File: src/rtl/count2_monitor.sv
//------------------------------------------------------------------------------
// count2_monitor : sequence checker for the 12-code preset/clear counter
// Rev 1.0 : initial release
//------------------------------------------------------------------------------
`default_nettype none

module count2_monitor #(
   parameter int LAP_W      = 8,
   parameter int ALLOW_HOLD = 1
) (
   input  logic             clk,
   input  logic             CLR,
   input  logic [3:0]       q,
   input  logic             clr_err,
   output logic             valid,
   output logic [3:0]       idx,
   output logic             wrap,
   output logic [LAP_W-1:0] laps,
   output logic             illegal,
   output logic             err,
   output logic [3:0]       exp_code,
   output logic [3:0]       got_code
);

   typedef enum logic [1:0] {
      SYNC  = 2'd0,
      TRACK = 2'd1,
      FAULT = 2'd2
   } state_t;

   localparam logic [LAP_W-1:0] LAP_ONE = {{(LAP_W-1){1'b0}}, 1'b1};

   state_t           state_q, state_d;
   logic [3:0]       prev_q, prev_d;
   logic [3:0]       idx_q, idx_d;
   logic             valid_q, valid_d;
   logic             wrap_q, wrap_d;
   logic [LAP_W-1:0] laps_q, laps_d;
   logic             illegal_q, illegal_d;
   logic             err_q, err_d;
   logic [3:0]       exp_code_q, exp_code_d;
   logic [3:0]       got_code_q, got_code_d;

   logic             q_legal;
   logic [3:0]       succ_code;

   function automatic logic is_legal(input logic [3:0] code);
      return !(code == 4'd3 || code == 4'd6 || code == 4'd9 || code == 4'd12);
   endfunction

   function automatic logic [3:0] to_ord(input logic [3:0] code);
      case (code)
         4'd8:    return 4'd0;
         4'd10:   return 4'd1;
         4'd11:   return 4'd2;
         4'd13:   return 4'd3;
         4'd14:   return 4'd4;
         4'd15:   return 4'd5;
         4'd0:    return 4'd6;
         4'd1:    return 4'd7;
         4'd2:    return 4'd8;
         4'd4:    return 4'd9;
         4'd5:    return 4'd10;
         4'd7:    return 4'd11;
         default: return 4'd0;
      endcase
   endfunction

   function automatic logic [3:0] to_code(input logic [3:0] ord);
      case (ord)
         4'd0:    return 4'd8;
         4'd1:    return 4'd10;
         4'd2:    return 4'd11;
         4'd3:    return 4'd13;
         4'd4:    return 4'd14;
         4'd5:    return 4'd15;
         4'd6:    return 4'd0;
         4'd7:    return 4'd1;
         4'd8:    return 4'd2;
         4'd9:    return 4'd4;
         4'd10:   return 4'd5;
         4'd11:   return 4'd7;
         default: return 4'd8;
      endcase
   endfunction

   always_comb begin
      q_legal   = is_legal(q);
      succ_code = (to_ord(prev_q) == 4'd11) ? to_code(4'd0) : to_code(to_ord(prev_q) + 4'd1);
   end

   always_comb begin
      state_d    = state_q;
      prev_d     = prev_q;
      idx_d      = idx_q;
      valid_d    = valid_q;
      wrap_d     = 1'b0;
      laps_d     = laps_q;
      illegal_d  = 1'b0;
      err_d      = err_q;
      exp_code_d = exp_code_q;
      got_code_d = got_code_q;

      case (state_q)
         SYNC: begin
            if (q_legal) begin
               prev_d  = q;
               idx_d   = to_ord(q);
               valid_d = 1'b1;
               state_d = TRACK;
            end else begin
               illegal_d = 1'b1;
            end
         end
         TRACK: begin
            if (q == succ_code) begin
               prev_d = q;
               idx_d  = to_ord(q);
               // 7 -> 8 is the only transition that closes a lap
               if (q == 4'd8) begin
                  wrap_d = 1'b1;
                  laps_d = laps_q + LAP_ONE;
               end
            end else if (q == prev_q && ALLOW_HOLD != 0) begin
               state_d = TRACK;
            end else begin
               exp_code_d = succ_code;
               got_code_d = q;
               err_d      = 1'b1;
               valid_d    = 1'b0;
               illegal_d  = !q_legal;
               state_d    = FAULT;
            end
         end
         FAULT: begin
            if (clr_err) begin
               err_d   = 1'b0;
               state_d = SYNC;
            end
         end
         default: state_d = SYNC;
      endcase
   end

   always_ff @(posedge clk or negedge CLR) begin
      if (!CLR) begin
         state_q    <= SYNC;
         prev_q     <= 4'd0;
         idx_q      <= 4'd0;
         valid_q    <= 1'b0;
         wrap_q     <= 1'b0;
         laps_q     <= '0;
         illegal_q  <= 1'b0;
         err_q      <= 1'b0;
         exp_code_q <= 4'd0;
         got_code_q <= 4'd0;
      end else begin
         state_q    <= state_d;
         prev_q     <= prev_d;
         idx_q      <= idx_d;
         valid_q    <= valid_d;
         wrap_q     <= wrap_d;
         laps_q     <= laps_d;
         illegal_q  <= illegal_d;
         err_q      <= err_d;
         exp_code_q <= exp_code_d;
         got_code_q <= got_code_d;
      end
   end

   assign valid    = valid_q;
   assign idx      = idx_q;
   assign wrap     = wrap_q;
   assign laps     = laps_q;
   assign illegal  = illegal_q;
   assign err      = err_q;
   assign exp_code = exp_code_q;
   assign got_code = got_code_q;

endmodule

`default_nettype wire
File: config.mk
export PLATFORM = sky130hd
export DESIGN_NAME = count2_monitor
export DESIGN_NICKNAME = d
export VERILOG_FILES = /design/src/rtl/count2_monitor.sv
export SDC_FILE = /design/constraint.sdc
export NUM_CORES = 1
export LEC_CHECK = 0
export CORE_ASPECT_RATIO = 0.75
export CORE_MARGIN = 2
export CORE_UTILIZATION = 50
export DETAILED_ROUTE_END_ITERATION = 10
export PLACE_DENSITY = 0.84
export SLEW_MARGIN = 20
export SYNTH_ARGS = -nofsm -noshare
export SYNTH_HDL_FRONTEND = slang
export SYNTH_SLANG_ARGS = --single-unit
File: constraint.sdc
create_clock -name clk -period 4.54 [get_ports clk]
set_input_delay 1.362 -clock clk [delete_from_list [all_inputs] [get_ports clk]]
set_output_delay 1.362 -clock clk [all_outputs]
set_load 0.01 [all_outputs]
# == Word level (Yosys, flattened, before mapping) ==
# Memory sizes are Yosys's and may differ from the RTL's.
# Index checks and enable logic that the tools add are counted.
# totals
register_bits,30
mem_bits_ro,320
inputBits,7
output_inout_bits,24
wordCells,73
mem_count,5
# op_classes
add_sub_neg,2
eq_ne,15
n_mux,27
bitwise_logic,2
n_reduce_logical,12
# mem_list
name,words,word_bits,read_ports,rd_clocked_by_memory_dff,write_ports,line_no,rtl
(no name shown),16,4,1,0,0,52,case (code)
(no name shown),16,4,1,0,0,52,
(no name shown),16,4,1,0,0,52,
(no name shown),16,4,1,0,0,52,
(no name shown),16,4,1,0,0,70,case (ord)
# ops
operator,n
$mux 4,5
$eq 4x4->1 const B,4
$pmux 4 s2,2
$mux 1,12
$reduce_and 3->1,4
$ne 2x2->1 const B,5
$add 8x1->8 const B,1
$eq 4x4->1,2
$mux 2,4
$reduce_and 4->1,2
$pmux 1 s2,3
$pmux 2 s3,1
$add 4x1->4 const B,1
$eq 4x2->1 const B,1
$eq 4x3->1 const B,1
$reduce_bool 2->1,2
$logic_or 1x1->1,3
$eq 2x1->1 const B,1
$eq 2x2->1 const B,1
$logic_not 2->1,1
$not 1->1,2

# == Longest topological paths before layout ==
# Gate-level depths: netlist of the first run.
# logic_depth
depth_word,7
mapped_depth,19
depth_no_buf,16

# == Worst setup path after synthesis of the first run ==
# Ideal clock, no wire load.
# synth_timing
path_kind,register to register
startpoint,register prev_q[0]
endpoint,register prev_q[0]
setup_time_ps,151
t_arrival_ps,3735
required_ps,4389
slack_ps,654
path_stages_with_launch,18
n_path_buf,2
synth_period_minus_slack_ps,3886
cell_sequence,dfrtp_1 > inv_1 > ha_1 > mux2i_1 > mux2i_1 > ha_1 > inv_1 > ha_1 > clkbuf_1 > nor2b_1 > o221ai_1 > o311ai_0 > a2111oi_4 > xor2_1 > or2_2 > buf_2 > a221oi_1 > o311ai_0
# synth_between
elab_chain_len,7
word_cells_on_any_way,9
cone_classes,add/sub (1); eq/ne (3); mux (1); reduce/logical (1); memory (3)
# synth_lines
item,line_no,rtl
from (decl),34,"logic [3:0] prev_q, prev_d;"
from (signal assigned),159,prev_q <= prev_d;
$mem_v2 16x4,-,
$add 4x1->4,89,succ_code = (to_ord(prev_q) == 4'd11) ? to_code(4'd0) : to_code(to_ord(prev_q) + 4'd1);
$mem_v2 16x4,-,
$mux 4 *,89,
$eq 4x4->1 *,116,if (q == succ_code) begin
$ne 2x2->1 (no source line) *,-,
$reduce_and 3->1 (no source line) *,-,
# Every way passes the cells marked *; elsewhere a longest branch is shown, timed or not.
# A chain may end at the register's enable or synchronous reset.

# == Worst setup path after layout of the first run ==
# layout_timing
startpoint,register prev_q[1]
endpoint,register idx_q[1] (netlist: idx[1])
# layout_between
elab_chain_len,7
word_cells_on_any_way,9
cone_classes,add/sub (1); eq/ne (3); mux (1); reduce/logical (1); memory (3)
# layout_lines
item,line_no,rtl
$mem_v2 16x4,-,
$add 4x1->4,89,
$mem_v2 16x4,-,
$mux 4 *,89,
$eq 4x4->1 *,116,
$ne 2x2->1 (no source line) *,-,
$reduce_and 3->1 (no source line) *,-,
to (signal assigned),160,idx_q <= idx_d;
to (decl),35,"logic [3:0] idx_q, idx_d;"
# Marks and branches as above.

==> out/results.tsv, run 1 <==
stage	metric	value	unit
global_routing	track_usage	0.241	
yosys	syn_area	0.00234	mm²
clock_network	clockBufferDepth	2	
yosys	synth_fa_ha_area_frac	0.0696	
global_routing	grt_pass1_wl	10300	µm
timing	fmax	243	MHz
timing	fin_skew	0.00677	ns
status	status	complete, no violations	
yosys	synthFlopType	dfrtp_1	
yosys	synth-edff-count	0	
yosys	synth_top_family_by_area	simple AND/OR/NAND/NOR gates	
clock_network	post_cts_buffers	0	
finish	layout-drive-gt1-share	0.141	
finish	seq_area	751	µm²
worst_setup_path	crit_fanout	14	
yosys	synthSimpleGateAreaFrac	0.234	
clock_network	clk_pin_slew	0.06	ns
clock_network	cts-root-buf	clkbuf_8	
finish	n_antenna_cell	0	
worst_hold_path	hp-class	flip-flop to flip-flop	
timing	worstMarginPinSlew	0.635	ns
yosys	ys_seq_area_frac	0.321	
yosys	yosysWarnings	0	
worst_setup_path	crit_type	flip-flop to flip-flop	
global_routing	grt_max_degree	31	
finish	final_area	0.00283	mm²
yosys	synthCells	258	
floorplanning	start_util	0.523	
worst_setup_path	startpoint_type	flip-flop	
yosys	synth_top_area_cell	dfrtp_1	
clock_network	ctsHoldBuffers	0	
yosys	synth_compound_area_frac	0.189	
worst_setup_path	crit_slowest_cell	or4_1	
worst_setup_path	cp-end-kind	flip-flop	
floorplanning	dieArea	0.00524	mm²
timing	final.min_clock_period	4.11	ns
timing	final_hold_viol_count	0	
yosys	synth_xor_area_frac	0.0600	
global_routing	grt.overflow.total	0	
floorplanning	coreArea	0.00447	mm²
worst_setup_path	required	4.76	ns
floorplanning	rows	21	
drt	drt_first_pass_iters	5	
yosys	syn_nets	278	
worst_setup_path	critPathArrivalTime	4.33	ns
drt	viasPerCell	6.27	
drt	drc	0	
yosys	yosys-top-cells-count	dfrtp_1 (30), nand2_1 (22), nand3_1 (15), xnor2_1 (15), ha_1 (13)	
clock_network	cts_buffers	5	
yosys	yosysMostFrequentCell	dfrtp_1	
worst_setup_path	crit_path_frequent_cell	ha_1	
job	cap_viol_max_count	0	
floorplanning	die_y	63.2	µm
worst_setup_path	path_cells	inv_1, ha_1, mux2i_1, mux2i_1, ha_1, inv_1, ha_1, nor2b_1, o221ai_1, o311ai_0, a2111oi_4, xor2_1, or2_2, or4_1, nand3_1	
finish	multi_input_area	0.00147	mm²
finish	area_growth	21.0	%
yosys	ys_seq_elements	30	
timing	hold_slack	0.481	ns
drt	drt-initial-drc-count	353	
floorplanning	die_w	82.9	µm
timing	tns	0	ns
finish	fillers	362	
clock_network	ctsResizeCount	0	
timing	slew_viol_final	0	
clock_network	cts_sinks	30	
drt	vias	2183	
drt	wire_per_inst	17.5	µm
worst_setup_path	crit_path_max_incr_delay	0.54	ns
clock_network	htree_levels	2	
placed_design	place_area	0.00273	mm²
timing	setup_viol	0	
timing	relSlewSlack	0.577	
yosys	synthArstFlopShare	1.00	
clock_network	cts_tree	done	
finish	fin_nets	310	
global_routing	antenna_found_initial	0	
placed_design	port_buffers	30	
yosys	syn_area_per_cell	9.05	µm²
placed_design	dpl.hpwl	4260	µm
clock_network	clk_latency	0.29	ns
yosys	synth_top_area_share	0.321	
timing	rsz0062_at_grt	no	
floorplanning	boundaryPins	31	
timing	post-route-period-util	0.906	
placed_design	globalplace.congestion	0.930	
yosys	synth_cell_types	57	
drt	ant_nets	0	
yosys	yosys-top-cells-area	dfrtp_1 (32%), ha_1 (7.0%), xnor2_1 (5.6%), mux2_2 (4.3%), nand2_1 (3.5%)	
yosys	synthMuxAreaShare	0.0755	
global_routing	grt_pass1_vias	2111	
drt	wl	6100	µm
cell type report:
cell class                 instances  area share
sequential                        30       0.266
tap                               57      0.0252
clock inverter                     2     0.00443
multi-input combinational        198       0.519
inverter                          12      0.0159
timing repair buffer              43       0.141
clock buffer                       6      0.0292
logic make-up (layout without fill, tap and decap cells):
family,Yosys count,count (layout)
fa+ha+maj,13,13
simple gates,99,99
flops,30,30
xor+xnor,16,16
buf+inv,30,63
mux,14,14
compound gates,56,56
metrics by stage:
step	util	setup WS [ns]	cells
2_1_floorplan	-	0.654	258
3_3_place_gp	0.611	0.629	340
3_5_place_dp	0.611	0.473	340
4_1_cts	0.633	0.450	348
5_1_grt	0.633	0.131	348
6_report	0.633	0.426	348
layer usage:
metal,GRT usage,part of all wire
met5,0.0707,0
met3,0.0537,0.11
met2,0.358,0.44
met4,0.0676,0.013
met1,0.347,0.44
layout by cell type, fill, tap and decap left out, types with 7 or more instances in the layout:
cell type        instances
nand3_1                 15
a21oi_1                 10
mux2_2                   9
xnor2_1                 15
clkdlybuf4s50_1         30
dfrtp_1                 30
nand2_1                 22
nor2_1                  11
inv_1                   11
ha_1                    13
o21ai_0                  9
nand2b_1                 7
buf_4                   13
final timing paths:
check	from	end	slack (ns)	cells past startpoint
setup reg to reg	prev_q[1]$_DFFE_PN0P_	idx[1]$_DFFE_PN0P_	0.43	15
min in group asynchronous	CLR	idx[1]$_DFFE_PN0P_	1.47	2
hold / removal	laps[7]$_DFFE_PN0P_	laps[7]$_DFFE_PN0P_	0.48	1
max in group asynchronous	CLR	prev_q[2]$_DFFE_PN0P_	2.79	2
hold reg to reg	laps[7]$_DFFE_PN0P_	laps[7]$_DFFE_PN0P_	0.48	1
setup / recovery	prev_q[1]$_DFFE_PN0P_	idx[1]$_DFFE_PN0P_	0.43	15
flip-flops by register name, indices dropped and copies added (netlist names):
name      flops
wrap          1
prev_q        4
illegal       1
valid         1
got_code      4
exp_code      4
laps          8
err           1
state_q       2
idx           4
critical path, delay by kind of cell, from the launching register on:
family	cells	cell delay [ns]
XOR/XNOR	1	0.14
AND/OR/NAND/NOR	4	1.13
AO/OA/AOI/OAI	3	0.79
multiplexers	2	0.33
buffers and inverters	2	0.26
adder cells (fa/ha/maj)	3	0.88
flip-flops	1	0.53
Power of run 1 is left out: the tool's default activity adds up to more than one toggle a clock period on the data nets, which glitch-free logic cannot reach.
==> inputs of run 2 (changes only) <==
==> constraint.sdc (replaced) <==
create_clock -name clk -period 4.54 [get_ports clk]
set_input_delay 1.362 -clock clk [delete_from_list [all_inputs] [get_ports clk]]
set_output_delay 1.362 -clock clk [all_outputs]
set_load 0.02 [all_outputs]
==> results of run 2 <==
The final DEF is identical to that of run 1; final timing and power are the same.
Power of run 2 is left out for the same reason.
